$ cat src/rtl/tl_channel_queue.sv
// rtl/tl_channel_queue.sv - ready/valid channel FIFO with occupancy count
// Optional same-cycle flow-through while empty: define TL_CHANNEL_QUEUE_FLOW_EN.
module tl_channel_queue #(
    parameter int WIDTH = 8,
    parameter int DEPTH = 2,
    localparam int CW = $clog2(DEPTH + 1),
    localparam int PW = (DEPTH > 1) ? $clog2(DEPTH) : 1
) (
    input  logic             clock,
    input  logic             reset,
    input  logic             enq_valid,
    output logic             enq_ready,
    input  logic [WIDTH-1:0] enq_bits,
    output logic             deq_valid,
    input  logic             deq_ready,
    output logic [WIDTH-1:0] deq_bits,
    output logic [CW-1:0]    count
);

    logic [WIDTH-1:0] storage_q [DEPTH];
    logic [PW-1:0]    enq_ptr_q, enq_ptr_d;
    logic [PW-1:0]    deq_ptr_q, deq_ptr_d;
    logic             maybe_full_q, maybe_full_d;

    logic ptr_match, empty, full;
    logic enq_fire, deq_fire, flow_pass, do_enq, do_deq;

    // Explicit wrap so a non-power-of-two DEPTH never indexes past the array.
    function automatic logic [PW-1:0] ptr_inc(input logic [PW-1:0] p);
        return (p == PW'(DEPTH - 1)) ? '0 : p + 1'b1;
    endfunction

    assign ptr_match = (enq_ptr_q == deq_ptr_q);
    assign empty     = ptr_match & ~maybe_full_q;
    assign full      = ptr_match & maybe_full_q;
    assign enq_ready = ~full;
    assign enq_fire  = enq_valid & enq_ready;

`ifdef TL_CHANNEL_QUEUE_FLOW_EN
    assign flow_pass = empty & enq_valid & deq_ready;
    assign deq_valid = ~empty | enq_valid;
    assign deq_bits  = empty ? enq_bits : storage_q[deq_ptr_q];
`else
    assign flow_pass = 1'b0;
    assign deq_valid = ~empty;
    assign deq_bits  = storage_q[deq_ptr_q];
`endif

    assign deq_fire = deq_valid & deq_ready;
    // A flow-through beat bypasses storage entirely.
    assign do_enq   = enq_fire & ~flow_pass;
    assign do_deq   = deq_fire & ~flow_pass;

    always_comb begin
        enq_ptr_d    = enq_ptr_q;
        deq_ptr_d    = deq_ptr_q;
        maybe_full_d = maybe_full_q;
        if (do_enq) begin
            enq_ptr_d = ptr_inc(enq_ptr_q);
        end
        if (do_deq) begin
            deq_ptr_d = ptr_inc(deq_ptr_q);
        end
        if (do_enq != do_deq) begin
            maybe_full_d = do_enq;
        end
    end

    always_comb begin
        count = '0;
        if (ptr_match) begin
            count = maybe_full_q ? CW'(DEPTH) : '0;
        end else if (enq_ptr_q > deq_ptr_q) begin
            count = CW'(enq_ptr_q) - CW'(deq_ptr_q);
        end else begin
            count = CW'(DEPTH) - CW'(deq_ptr_q) + CW'(enq_ptr_q);
        end
    end

    always_ff @(posedge clock) begin
        if (reset) begin
            enq_ptr_q    <= '0;
            deq_ptr_q    <= '0;
            maybe_full_q <= 1'b0;
        end else begin
            enq_ptr_q    <= enq_ptr_d;
            deq_ptr_q    <= deq_ptr_d;
            maybe_full_q <= maybe_full_d;
        end
    end

    always_ff @(posedge clock) begin
        if (do_enq) begin
            storage_q[enq_ptr_q] <= enq_bits;
        end
    end

endmodule
$ cat config.mk
export PLATFORM = sky130hd
export DESIGN_NAME = tl_channel_queue
export DESIGN_NICKNAME = d
export VERILOG_FILES = /design/src/rtl/tl_channel_queue.sv
export SDC_FILE = /design/constraint.sdc
export NUM_CORES = 1
export LEC_CHECK = 0
export ABC_CLOCK_PERIOD_IN_PS = 2100
export CORE_MARGIN = 2
export CORE_UTILIZATION = 35
export CTS_CLUSTER_SIZE = 25
export DETAILED_ROUTE_END_ITERATION = 12
export PLACE_DENSITY = 0.68
export SLEW_MARGIN = 10
export SYNTH_ARGS = -nofsm -noshare
export SYNTH_HDL_FRONTEND = slang
export SYNTH_SLANG_ARGS = --single-unit
$ cat constraint.sdc
create_clock -name clock -period 2.1 [get_ports clock]
set_input_delay 0.21 -clock clock [delete_from_list [all_inputs] [get_ports clock]]
set_output_delay 0.21 -clock clock [all_outputs]
set_load 0.01 [all_outputs]
# [Word-level counts from Yosys, hierarchy flattened]
# Memories as Yosys holds them, arrays and structs flattened. A register that Yosys moved wholly into a read port is not among the register bits.
# Index checks and enable logic that the tools add are counted.
[op_classes] mux=9 reduce_logical=0 n_bitwise=7 shift=0 n_eq_ne=2 n_addsub=5 magnitude_cmp=1 n_mul=0 div_mod_pow=0
[op_table] cell="2-to-1 mux 1 bit" count=6
[op_table] cell="2-to-1 mux 2 bit" count=3
[op_table] cell="AND 1 bit" count=4
[op_table] cell="inverter 1 bit" count=3
[op_table] cell="adder 1 bit (second input constant)" count=2
[op_table] cell="adder 2 x 1 -> 2 bit" count=1
[op_table] cell="subtractor 1 x 1 -> 2 bit" count=1
[op_table] cell="subtractor 2 x 1 -> 2 bit (first input constant)" count=1
[op_table] cell="equality test 1 bit" count=1
[op_table] cell="greater-than comparator 1 bit" count=1
[op_table] cell="!= test 1 bit" count=1
[totals] register_bits=3 wordCells=28 ramBits=16 in_bits=12 latchBits=0 rom_bits=0 n_memories=1 output_inout_bits=12
[mem_list] memory="storage_q" depth=2 word_bits=8 read_ports=1 rd_clocked_by_memory_dff=1 wr=1 line_no="20" text="logic [WIDTH-1:0] storage_q [DEPTH];"

# [Longest topological paths before layout]
# Gate-level depths: netlist of run 1.
[depth] ltp_word=6 mapped_depth=3 depth_no_buf=3

# [Least setup slack after synthesis of run 1]
# Ideal clock, no wire load.
[synth_timing] path_type="register to register" startpoint="register maybe_full_q" endpoint="memory storage_q[0][0], enable pin" arrival_ps=1137 stages_incl_launch_ff=3 t_required_ps=1715 slack_ps=578 n_path_buf=0 synth_period_minus_slack_ps=1522 setup_time_ps=385 cell_sequence="dfxtp_1 nor2b_1 nor3b_1"
[synth_via] elab_chain_len=5
[synth_rtl] element="from (decl)" line_no="23" text="logic maybe_full_q, maybe_full_d;"
[synth_rtl] element="from (signal assigned)" line_no="88" text="maybe_full_q <= maybe_full_d;"
[synth_rtl] element="AND 1 bit" line_no="35" text="assign full = ptr_match & maybe_full_q;"
[synth_rtl] element="inverter 1 bit" line_no="36" text="assign enq_ready = ~full;"
[synth_rtl] element="AND 1 bit" line_no="37" text="assign enq_fire = enq_valid & enq_ready;"
[synth_rtl] element="2-to-1 mux 1 bit" line_no="93" text="if (do_enq) begin"
[synth_rtl] element="2-to-1 mux 1 bit (implied by the code)" line_no="94" text="storage_q[enq_ptr_q] <= enq_bits;"
[synth_rtl] element="to (decl)" line_no="20"
# Every way passes these cells.

# [Worst setup path after layout of run 1]
[layout_timing] startpoint="register deq_ptr_q" endpoint="output deq_valid"
[layout_via] elab_chain_len=3
[layout_rtl] element="from (decl)" line_no="22" text="logic [PW-1:0] deq_ptr_q, deq_ptr_d;"
[layout_rtl] element="from (signal assigned)" line_no="87" text="deq_ptr_q <= deq_ptr_d;"
[layout_rtl] element="equality test 1 bit" line_no="33" text="assign ptr_match = (enq_ptr_q == deq_ptr_q);"
[layout_rtl] element="AND 1 bit" line_no="34" text="assign empty = ptr_match & ~maybe_full_q;"
[layout_rtl] element="inverter 1 bit" line_no="45" text="assign deq_valid = ~empty;"
[layout_rtl] element="to (decl)" line_no="14" text="output logic deq_valid,"
# Every way passes these cells.

==> results by group, run 1 <==
Run status
  – Outcome: finished clean

STA
  – Final worst slack: 159 ps
  – Slew headroom: between 70% and 80%
  – Slew Limit Fails: 0
  – RSZ-0062 raised after global routing: no
  – Min Tclk post-route: 1940 ps
  – Count of final setup violators: 0
  – Measured slew at the worst slew-check pin: a little under 400 ps
  – Hold Violations, Final: 0
  – Setup TNS: 0 ps
  – Max Freq: 0.515 GHz
  – Fin crit share: 92.4%
  – Clk_skew: 3.35 ps

Global route
  – GR Util All Layers: 10.7%
  – First-pass GRT wire length: 2010 µm
  – Vias in the first global route: 476
  – Largest net degree at the start of global routing: 13
  – Initial antenna violation count: 0
  – Total gr overflow: 0

Setup path
  – CP required: 1890 ps
  – Critical Path, Cell by Cell: xnor2_1, or2b_1, clkdlybuf4s50_1
  – Crit path max fanout: 5
  – Startpoint types: flip-flop
  – Critical-path top delay cell: clkdlybuf4s50_1
  – Max stage delay on crit path: 480 ps
  – Critical path arrival: 1730 ps
  – CP Class: reg -> out
  – Worst setup EP type: primary output

Yosys
  – Post-synth top area share: 61.6%
  – Avg Cell Area, Syn: 15.9 µm²
  – Leading area contributor after synthesis: edfxtp_1
  – Sequential area share after synthesis: a little under three quarters
  – Synthesized area: 779 µm²
  – Syn nets: 61
  – Yosys reg bits: 20
  – Synth Instances: 49
  – Synth area leaders: edfxtp_1 (62%), mux2_2 (12%), dfxtp_1 (10%)
  – Yosys Warn Count: 0
  – Unique masters post-synth: 19

Power
  – Power per cell area: 848 nW/µm²
  – Pleak: 0.386 nW
  – Worst IR drop on VDD: 0.431 mV

Final layout
  – Most common cell after layout, fill and taps aside: clkdlybuf4s50_1
  – Nets: 89
  – # diodes: 0
  – Final core utilization: around half
  – Fin area: approximately 1100 µm²
  – Commonest non-fill, non-tap cells in the layout: clkdlybuf4s50_1 (23), edfxtp_1 (16), mux2_2 (8)
  – # fillers: 182
  – Area Growth Syn to Fin: 41.1%
  – Final std cells w/o fill: 104
  – Share of layout cells above drive strength 1: between 15 and 20%

Routing
  – M1 wire length: 559 µm
  – Routed len/inst: 11.8 µm
  – Highest routed layer: met4
  – Via count: just under 500
  – Drt pass-1 iters: 2
  – Iteration-0 DRC Markers: 3
  – Met2 routed WL: 563 µm
  – Vias per cell: between 4 and 5
  – Routed WL: 1230 µm
  – Residual DRC: 0
  – WL met3: 83 µm
  – Antenna-violating nets left: 0

Die
  – Initial Util: between 30% and 40%
  – FP Rows: 17
  – Die Area: 2620 µm²
  – Die width: just over 50 µm
  – Top Ports: 24
  – CORE AREA: roughly 2100 µm²
  – Die Y: around 51 µm

Min path
  – Hold Path Class: in -> reg

Clock network
  – CTS Buf Count: 3
  – Clock sinks: 20
  – Hold-fix buffers at CTS: 0
  – Setup bufs post-CTS: 0
  – Clk Latency, worst-skew pair: just under 300 ps
  – Clk buf depth: 2
  – H-tree levels: 1
  – Post-cts resize count: 0
  – Clock slew at reported path FFs: 110 ps
  – CTS tree: done
  – Clock Tree Root: clkbuf_4

Placed design
  – RePlAce Congestion: 0.605
  – Placed instance count: 100
  – Post-Place Setup Slack: slightly below 500 ps
  – # port buffers: 23
  – Post-DP HPWL: ~890 µm
  – Placed Area: 1050 µm²

Run
  – MaxCap Viol Count: 0
## area by class of cell
cell class / count / area (µm²) / share of cell area [%]
inverters: 2 / 7.51 / 0.683
multi-input cells: 26 / 206 / 18.8
well taps: 28 / 35.0 / 3.19
clock buffers: 3 / 22.5 / 2.05
clock inverters: 1 / 30.0 / 2.73
repair buffers: 24 / 238 / 21.6
flip-flops and latches: 20 / 561 / 51.0
## critical path: cells and delay by family, from the launching register on
kind,cells,cell delay [ps]
xor+xnor,1,330
buf+inv,1,480
flops,1,360
simple gates,1,270
## stage by stage
stage | hold WS [ps] | total power [mW]
after global routing | 482 | 0.975
after global placement | 543 | 0.637
after detailed placement | 558 | 0.640
after floorplan | 279 | 0.548
final | 488 | 0.932
after CTS | 485 | 0.942
## cells by family after synthesis
logic type / Yosys count / share of synthesized area (%)
flip-flops: 20 / 71.9
multiplexers: 8 / 11.6
AO/OA/AOI/OAI: 5 / 4.82
buffers and inverters: 3 / 1.60
AND/OR/NAND/NOR: 12 / 8.99
XOR/XNOR: 1 / 1.12
## final timing paths
check                           slack, ps         start  cells after the start              end
worst min-delay path                  490   enq_bits[4]                      1  storage_q[0][4]
worst min register to register        570     enq_ptr_q                      2        enq_ptr_q
worst max register to register        870  maybe_full_q                      2  storage_q[1][2]
worst max-delay path                  160     deq_ptr_q                      3        deq_valid
## sequential cells by signal, summed over array words and instances, names as in the netlist, named ones only
name	cells
maybe_full_q	1
deq_ptr_q	1
storage_q	16
enq_ptr_q	1
## where the power goes
part / switching, mW / internal, mW / total, mW
Combinational: 0.0593 / 0.0975 / 0.157
Clock: 0.110 / 0.193 / 0.303
Sequential: 0.0161 / 0.456 / 0.472
## Yosys cell counts (all sizes together)
cell type  instances
dfxtp              4
xnor2              1
or2b               1
nand2              2
or2                1
and3               1
nor2b              1
nand3b             2
and2               1
o21bai             1
nor3b              1
nor2               2
a211oi             2
mux2               8
a311oi             1
edfxtp            16
inv                2
a31oi              1
buf                1
## metal layers
metal	track usage [%]	up-vias
met4	6.76	0
met2	15.4	21
met1	14.2	230
met3	2.92	4
li1	-	238
met5	0	-
No activity file was read; power rests on OpenSTA's default activity.
==> inputs of run 2 (changes only) <==
CTS_CLUSTER_SIZE = 8   (was 25)
==> results of run 2 <==
Final layout, timing and power as in run 1 (identical DEF).
==> inputs of run 3 (changes only) <==
ABC_CLOCK_PERIOD_IN_PS = 1850   (was 2100)
clock period = 1.85 ns   (was 2.1 ns; I/O delays follow)
==> run 3 against run 2 <==
Sequential cell count unchanged. Final cell count increased by 2.9%. Non-clock buffer count increased by 3.
==> results by group, run 3 (same netlist as run 1, synthesis figures left out) <==
Setup path
  – Critical path arrival: 1590 ps (was 1730 ps)
  – Critical-path top delay cell: clkdlybuf4s50_1 (unchanged)
  – CP required: 1660 ps (was 1890 ps)
  – Delay-heaviest family, CP: buffers and inverters (unchanged)
  – Max stage delay on crit path: 540 ps (was 480 ps)
  – WP buf/inv: 1 (unchanged)
  – Worst setup EP type: primary output (unchanged)
  – Critical Path, Cell by Cell: xnor2_2, and2_1, clkdlybuf4s50_1 (was xnor2_1, or2b_1, clkdlybuf4s50_1)
  – Crit path max fanout: 5 (unchanged)
  – Startpoint types: flip-flop (unchanged)
  – CP Class: reg -> out (unchanged)

Clock network
  – CTS Buf Count: 3 (unchanged)
  – Clock sinks: 20 (unchanged)
  – Clock Tree Root: clkbuf_4 (unchanged)
  – Clock slew at reported path FFs: 100 ps (was 110 ps)
  – CTS tree: done (unchanged)
  – Clk Latency, worst-skew pair: 290 ps (about the same)
  – H-tree levels: 1 (unchanged)
  – Clk buf depth: 2 (unchanged)
  – Hold-fix buffers at CTS: 0 (unchanged)

Die
  – Top Ports: 24 (unchanged)
  – CORE AREA: 2150 µm² (unchanged)
  – Die width: 51.2 µm (unchanged)
  – FP Rows: 17 (unchanged)
  – Die Area: 2620 µm² (unchanged)
  – Die Y: 51.2 µm (unchanged)
  – Initial Util: 36.3% (unchanged)

Power
  – Tot Pwr: 1.07 mW (was 0.932 mW)
  – Pleak: 0.413 nW (was 0.386 nW)
  – Power per cell area: 945 nW/µm² (was 848 nW/µm²)
  – Worst IR drop on VDD: 0.507 mV (was 0.431 mV)

Routing
  – Antenna-violating nets left: 0 (unchanged)
  – Vias per cell: 4.57 (was 4.74)
  – Residual DRC: 0 (unchanged)
  – Routed WL: 1240 µm (was 1230 µm)
  – Drt pass-1 iters: 4 (was 2)
  – Routed len/inst: 11.5 µm (was 11.8 µm)
  – Iteration-0 DRC Markers: 2 (was 3)
  – Via count: 489 (was 493)

Final layout
  – Nets: 92 (was 89)
  – Commonest non-fill, non-tap cells in the layout: clkdlybuf4s50_1 (22), edfxtp_1 (16), mux2_2 (8) (was clkdlybuf4s50_1 (23), edfxtp_1 (16), mux2_2 (8))
  – Multi-input gate area: 214 µm² (was 206 µm²)
  – # diodes: 0 (unchanged)
  – Area Growth Syn to Fin: 45.7% (was 41.1%)
  – Share of layout cells above drive strength 1: 25.3% (was 17.1%)
  – Biggest register: storage_q (unchanged)
  – # fillers: 183 (was 182)
  – Max reg flops: 16 (unchanged)
  – Final core utilization: 52.9% (was 51.2%)
  – Register area: 564 µm² (was 561 µm²)
  – Most common cell after layout, fill and taps aside: clkdlybuf4s50_1 (unchanged)

Run status
  – Outcome: finished clean (unchanged)

STA
  – Slew Limit Fails: 0 (unchanged)
  – Count of final setup violators: 0 (unchanged)
  – Setup TNS: 0 ps (unchanged)
  – Min Hold Slack: 472 ps (was 488 ps)
  – Min Tclk post-route: 1780 ps
  – Slew headroom: 74.0% (was 73.5%)
  – Max Freq: 0.562 GHz
  – Measured slew at the worst slew-check pin: 390 ps (was 397 ps)
  – Hold Violations, Final: 0 (unchanged)
  – Clk_skew: 2.36 ps (was 3.35 ps)
  – Fin crit share: slightly below 100%

Global route
  – Largest net degree at the start of global routing: 13 (unchanged)
  – First-pass GRT wire length: 2010 µm (about the same)
  – Vias in the first global route: 476 (unchanged)
  – Total gr overflow: 0 (unchanged)
  – GR Util All Layers: 10.5% (was 10.7%)
  – Initial antenna violation count: 0 (unchanged)

Placed design
  – Post-DP HPWL: 884 µm (was 885 µm)
  – # port buffers: 23 (unchanged)
  – RePlAce Congestion: 0.605 (unchanged)

Run
  – MaxCap Viol Count: 0 (unchanged)

Min path
  – Hold Path Class: in -> reg (unchanged)
## run 3: cell count changes in the layout (fill, tap and decap cells not counted), sizes merged
cell,change
clkdlybuf4s50,-1
buf,+3
dlymetal6s2s,+1
## run 3: metal layers
metal  GRT usage, %  wire, µm  vias up
met3           2.92        75        2
met5              0         0        -
met2           16.0       569       22
met4           5.41         8        0
li1               -         -      243
met1           13.6       581      222
## run 3: worst reg2reg max path, delay by kind of cell, from the launching register on
| family | cells | cell delay, ps |
|---|---|---|
| flip-flops | 1 | 380 |
| AND/OR/NAND/NOR | 2 | 520 |
## run 3: metrics by stage
stage                     setup slack (ps)  instance area (µm²)  cells
after floorplan                        328                  779     49
after global placement                 277                 1050    100
after detailed placement               263                 1050    100
after CTS                            -13.0                 1110    104
after global routing                 -18.0                 1140    107
final                                 70.4                 1140    107
## run 3: where the power goes
| part | switching [mW] | internal [mW] |
|---|---|---|
| clock network | 0.122 | 0.219 |
| logic | 0.0698 | 0.125 |
| registers | 0.0197 | 0.519 |
| total | 0.211 | 0.863 |
## run 3: layout make-up
| cell class | count | area share [%] |
|---|---|---|
| inverters | 2 | 0.661 |
| clock inverters | 1 | 2.64 |
| flip-flops and latches | 20 | 49.7 |
| clock buffers | 3 | 1.98 |
| multi-input cells | 26 | 18.8 |
| well taps | 28 | 3.08 |
| repair buffers | 27 | 23.1 |
## run 3: timing repair
action,CTS,global route
pin swaps,0,1
endpoints found under the setup margin,11,3
buffers inserted,0,3
gates cloned,0,0
resized for setup,2,3
## run 3: worst paths after layout
kind / start / endpoint / slack (ps) / depth (start not counted)
setup / recovery: enq_ptr_q / count[1] / 70 / 3
hold / removal: enq_bits[6] / storage_q[0][6] / 470 / 1
setup reg to reg: maybe_full_q / storage_q[1][5] / 620 / 2
hold reg to reg: enq_ptr_q / enq_ptr_q / 550 / 2
